===== config.mk =====
export PLATFORM = sky130hd
export DESIGN_NAME = fixed_gain_ramp
export DESIGN_NICKNAME = d
export VERILOG_FILES = /design/src/rtl/fixed_gain_ramp.sv
export SDC_FILE = /design/constraint.sdc
export NUM_CORES = 2
export LEC_CHECK = 0
export ABC_AREA = 1
export BUFFER_PORTS_ARGS = -buffer_cell sky130_fd_sc_hd__buf_2
export CAP_MARGIN = 15
export CORE_ASPECT_RATIO = 1.75
export CORE_MARGIN = 3
export CORE_UTILIZATION = 60
export DETAILED_ROUTE_END_ITERATION = 7
export GPL_TIMING_DRIVEN = 0
export PLACE_DENSITY = 0.88
export SKIP_CTS_REPAIR_TIMING = 1
export SYNTH_ARGS = -nofsm -noshare
export SYNTH_HDL_FRONTEND = slang
export SYNTH_SLANG_ARGS = --single-unit

===== constraint.sdc =====
create_clock -name clk -period 12.7 [get_ports clk]
set_input_delay 1.27 -clock clk [delete_from_list [all_inputs] [get_ports clk]]
set_output_delay 1.27 -clock clk [all_outputs]
set_load 0.05 [all_outputs]

===== src/rtl/fixed_gain_ramp.sv =====
// ============================================================================
//  Module   : fixed_gain_ramp
//  Purpose  : Two-stage streaming gain stage with slewed gain and saturation.
//  Revision : 1.0  initial release
// ============================================================================
`default_nettype none

module fixed_gain_ramp #(
    parameter int operand_size    = 32,
    parameter int fractional_size = 12,
    parameter int step_size       = 16,
    parameter int init_gain       = 4096
) (
    input  logic                    clk,
    input  logic                    rst,
    input  logic [operand_size-1:0] target_gain,
    input  logic                    gain_load,
    input  logic                    in_valid,
    output logic                    in_ready,
    input  logic [operand_size-1:0] in_sample,
    output logic                    out_valid,
    input  logic                    out_ready,
    output logic [operand_size-1:0] out_sample,
    output logic                    out_clip,
    output logic [operand_size-1:0] gain_now,
    output logic                    ramping
);

    localparam int c_PW = 2 * operand_size;
    localparam logic signed [c_PW-1:0] c_MAX =
        {{(c_PW-operand_size+1){1'b0}}, {(operand_size-1){1'b1}}};
    localparam logic signed [c_PW-1:0] c_MIN =
        {{(c_PW-operand_size+1){1'b1}}, {(operand_size-1){1'b0}}};
    localparam logic signed [operand_size:0]   c_STEP_D = (operand_size+1)'(step_size);
    localparam logic signed [operand_size-1:0] c_STEP_G = operand_size'(step_size);
    localparam logic [operand_size-1:0]        c_INIT   = operand_size'(init_gain);

    logic signed [operand_size-1:0] r_gain;
    logic signed [operand_size-1:0] r_target;
    logic                           r_s1_valid;
    logic signed [c_PW-1:0]         r_s1_prod;
    logic                           r_out_valid;
    logic [operand_size-1:0]        r_out_sample;
    logic                           r_out_clip;

    logic                           w_advance;
    logic                           w_accept;
    logic signed [c_PW-1:0]         w_in_ext;
    logic signed [c_PW-1:0]         w_gain_ext;
    logic signed [c_PW-1:0]         w_prod;
    logic signed [c_PW-1:0]         w_shifted;
    logic [operand_size-1:0]        w_sat;
    logic                           w_clip;
    logic signed [operand_size:0]   w_diff;
    logic signed [operand_size-1:0] w_gain_next;

    assign w_advance = !r_out_valid || out_ready;
    assign w_accept  = in_valid && w_advance;

    // Operands are sign-extended to full product width so nothing is lost before the shift.
    assign w_in_ext   = {{operand_size{in_sample[operand_size-1]}}, in_sample};
    assign w_gain_ext = {{operand_size{r_gain[operand_size-1]}}, r_gain};
    assign w_prod     = w_in_ext * w_gain_ext;
    assign w_shifted  = w_prod >>> fractional_size;

    always_comb begin
        w_sat  = r_s1_prod[operand_size-1:0];
        w_clip = 1'b0;
        if (r_s1_prod > c_MAX) begin
            w_sat  = c_MAX[operand_size-1:0];
            w_clip = 1'b1;
        end else if (r_s1_prod < c_MIN) begin
            w_sat  = c_MIN[operand_size-1:0];
            w_clip = 1'b1;
        end
    end

    // One extra bit keeps the difference exact across the full gain range.
    assign w_diff = {r_target[operand_size-1], r_target} - {r_gain[operand_size-1], r_gain};

    always_comb begin
        w_gain_next = r_gain;
        if ((w_diff <= c_STEP_D) && (w_diff >= -c_STEP_D)) begin
            w_gain_next = r_target;
        end else if (w_diff > 0) begin
            w_gain_next = r_gain + c_STEP_G;
        end else begin
            w_gain_next = r_gain - c_STEP_G;
        end
    end

    always_ff @(posedge clk or posedge rst) begin
        if (rst) begin
            r_target <= c_INIT;
        end else if (gain_load) begin
            r_target <= target_gain;
        end
    end

    always_ff @(posedge clk or posedge rst) begin
        if (rst) begin
            r_gain <= c_INIT;
        end else if (w_accept) begin
            r_gain <= w_gain_next;
        end
    end

    always_ff @(posedge clk or posedge rst) begin
        if (rst) begin
            r_s1_valid   <= 1'b0;
            r_s1_prod    <= '0;
            r_out_valid  <= 1'b0;
            r_out_sample <= '0;
            r_out_clip   <= 1'b0;
        end else if (w_advance) begin
            r_s1_valid   <= in_valid;
            r_s1_prod    <= w_shifted;
            r_out_valid  <= r_s1_valid;
            r_out_sample <= w_sat;
            r_out_clip   <= w_clip;
        end
    end

    assign in_ready   = w_advance;
    assign out_valid  = r_out_valid;
    assign out_sample = r_out_sample;
    assign out_clip   = r_out_clip;
    assign gain_now   = r_gain;
    assign ramping    = (r_gain != r_target);

endmodule

`default_nettype wire


==> run summary <==
* done — CTS tree
* 0 — DRC Markers
* inv_1 — most common cell in the netlist
* 7761 — layout net count
* 0 — count of max-cap constraint violations
* 51.0% — met1 GRT Util
* fa_1 (45%), inv_1 (14%), nand2_1 (13%) — most area-consuming cells after synthesis
* 8 — DRT Pass-1 Iters
* 0.0153 ns — clock skew after layout
* fa_1 — most frequent cell on the critical path
* 7.86% — Seq/Total Area, Yosys
* 4 — deepest level of the CTS H-tree
* 136 — Std-Cell Rows
* 10.52 ns — arrival time at the worst endpoint
* reg2reg — Hold/Removal Path Class
* 43424 — count of vias placed by the detailed router
* in2reg — path type of the worst setup path
* input port — crit start category
* 2 — Bufs on Longest Clock Path
* 17 — Num CTS Buffers
* 79000 µm² — area of the core
* fa_1 — area leader, netlist
* 0.07 ns — clock transition time at the flip-flop clock pins of the worst setup and hold paths
* 0 — number of setup violations in the final report
* 17.9% — met3 usage
* 137 — Ports
* 36400 µm² — area of combinational cells with multiple inputs
* 7585 — synthesized net count
* 45.0% — area share of the leading cell type in the synthesized netlist
* met2 — busiest grt layer
* 6880 — fill cell count
* 151 — Yosys reg bits
* 6195 — cell count after synthesis
* 5.03% — fraction of layout cells with a size suffix above 1
* 0 — total congestion overflow
* 48.2% — total routing resource utilization after global routing
* 8 — buffers plus inverters on the worst setup path
* 0 — Post-DRT Antenna Nets
* 83800 µm² — Die ar.
* 3780 µm² — area taken by flip-flops and latches
* 135 — Port Buffer Count
* 0 — number of hold-slack violations in the final timing report
* 5.98% — worst slew slack as a fraction of its limit
* 0 ns — setup TNS
* 97.9 MHz — achievable clock frequency
* 26.0 µm — post-DR wirelength/cell
* 6.15% — Layout area overhead
* 7.77 µm² — Avg Cell Area, Syn
* 151 — number of clock sinks
* 48100 µm² — netlist area before placement
* 11 — Crit Path Max Fanout
* 7429 — final cell count without fillers
* 61.0% — effective utilization at floorplan
* 88 — pin count of the biggest net entering global routing
* 288 mm — global-route wire length before repair
* 45941 — vias in the first global route
* 0 — Synth warnings
* 381 µm — height of the die
* 0 — number of enable-type register cells in the synthesized netlist
* 0 — final number of max-transition violations
* 51100 µm² — final instance area
* 0.46 ns — insertion delay to the later sink of the worst-skew pair
* 72.6% — global-route track usage on met2
* dfrtp_1 — dominant register cell in the synthesized netlist
* inv_1 (1836), nand2_1 (1607), fa_1 (1083) — most used standard cells in the synthesized netlist
* 13.00 ns — worst endpoint required time
* 64.7% — post-layout utilization of the core
* 5.85 — detail-routed via count per cell
* no — unrepaired setup endpoints after global routing
* complete, no violations — run status
* 100% — share of flip-flops with an asynchronous set or reset after synthesis
* 159 mm — half-perimeter wire length after detailed placement
* 193 mm — total detailed-routing wirelength
* fa_1 — critical-path cell with the highest stage delay
* 4742 — Initial DRC Count
* 1.41 ns — Slew @ Worst Pin
* 50200 µm² — total cell area at the placement stage
* 1.12 — final RePlAce weighted congestion
* 48 — Unique masters post-synth
* adder cells — Largest delay share family, worst path
* 80.4% — final worst-path cycle share
* clkbuf_16 — clk root buf
* register — crit path capture type
* 1.25 ns — largest stage delay on the critical path
* 10.22 ns — post-layout minimum cycle time
* 7368 — dpl cells
* 10 — initial antenna violation count
* 220 µm — floorplan die width
-- worst reg2reg max path, stage by stage, from the launching register on --
cell	delay [ns]
dfrtp_1	0.38
clkbuf_1	0.52
clkbuf_1	0.73
nand2_1	0.11
inv_1	0.13
fa_1	0.42
inv_1	0.33
fa_1	0.53
inv_1	0.23
fa_1	0.50
fa_1	1.06
inv_1	0.50
fa_1	0.62
inv_1	0.05
fa_1	0.47
inv_1	0.06
fa_1	0.57
inv_1	0.07
fa_1	0.47
ha_1	0.41
a21oi_1	0.18
inv_1	0.06
a31oi_1	0.22
o21ai_0	0.27
a2111oi_0	0.66
nand3_1	0.14
nand3_1	0.11
o21ai_0	0.10
-- cell families after synthesis --
family | synth area share (%)
multiplexers | 0.702
AO/OA/AOI/OAI | 4.03
adder cells (fa/ha/maj) | 51.2
XOR/XNOR | 1.24
buffers and inverters | 16.5
AND/OR/NAND/NOR | 18.5
flip-flops | 7.86
-- per-layer routing --
metal,up-vias,part of all wire [%]
li1,17976,-
met1,21004,30
met2,3136,44
met3,1300,13
met4,8,13
met5,-,0.045
-- state kept, by name, summed over array words and instances (netlist names) --
name / cells
gain_now: 32
out_valid: 1
r_s1_valid: 1
out_clip: 1
out_sample: 32
r_s1_prod: 52
r_target: 32
-- cell type report --
class / count / area share, %
clock inverters: 14 / 0.228
flip-flops and latches: 151 / 7.40
repair buffers: 157 / 2.11
well taps: 1035 / 2.53
diodes: 10 / 0.0490
plain buffers: 260 / 2.01
inverters: 1841 / 13.5
multi-input cells: 3943 / 71.3
clock buffers: 18 / 0.840
-- through the flow --
step	hold slack [ns]	setup slack [ns]
detailed placement	0.440	2.21
CTS	0.466	2.64
floorplan	0.420	4.35
finish	0.462	2.48
global placement	0.442	2.33
global route	0.508	2.21
-- final timing paths --
check	start	to	slack (ns)	depth (start not counted)
hold reg to reg	r_s1_valid	out_valid	0.46	2
hold / removal	r_s1_valid	out_valid	0.46	2
max in group asynchronous	rst	r_s1_prod[41]	10.94	3
setup reg to reg	gain_now[7]	r_s1_prod[49]	2.67	27
min in group asynchronous	rst	gain_now[2]	0.91	2
setup / recovery	in_sample[31]	r_s1_prod[49]	2.48	25
-- layout by cell type (no fill, tap or decap), types with 11 or more instances in the layout --
cell type	netlist	routed
nor3_1	18	18
or2_2	35	35
nand2_2	18	18
o21ai_0	120	120
nor2_2	13	13
mux2_2	30	30
fa_1	1083	1083
xor2_1	42	42
nand2_1	1607	1607
buf_2	3	138
a21oi_1	125	125
buf_8	0	16
inv_1	1836	1835
a31oi_1	24	24
nor2_1	216	216
o21bai_1	15	15
nor4_1	11	11
o211ai_1	25	25
ha_1	238	238
dfrtp_1	149	149
clkbuf_1	242	236
xnor2_1	26	26
nand3_1	190	190
nand4_1	44	44
clkbuf_16	0	18
Power is not shown: default switching activity piles up to over one toggle a cycle in this logic, so the estimate is an artifact.
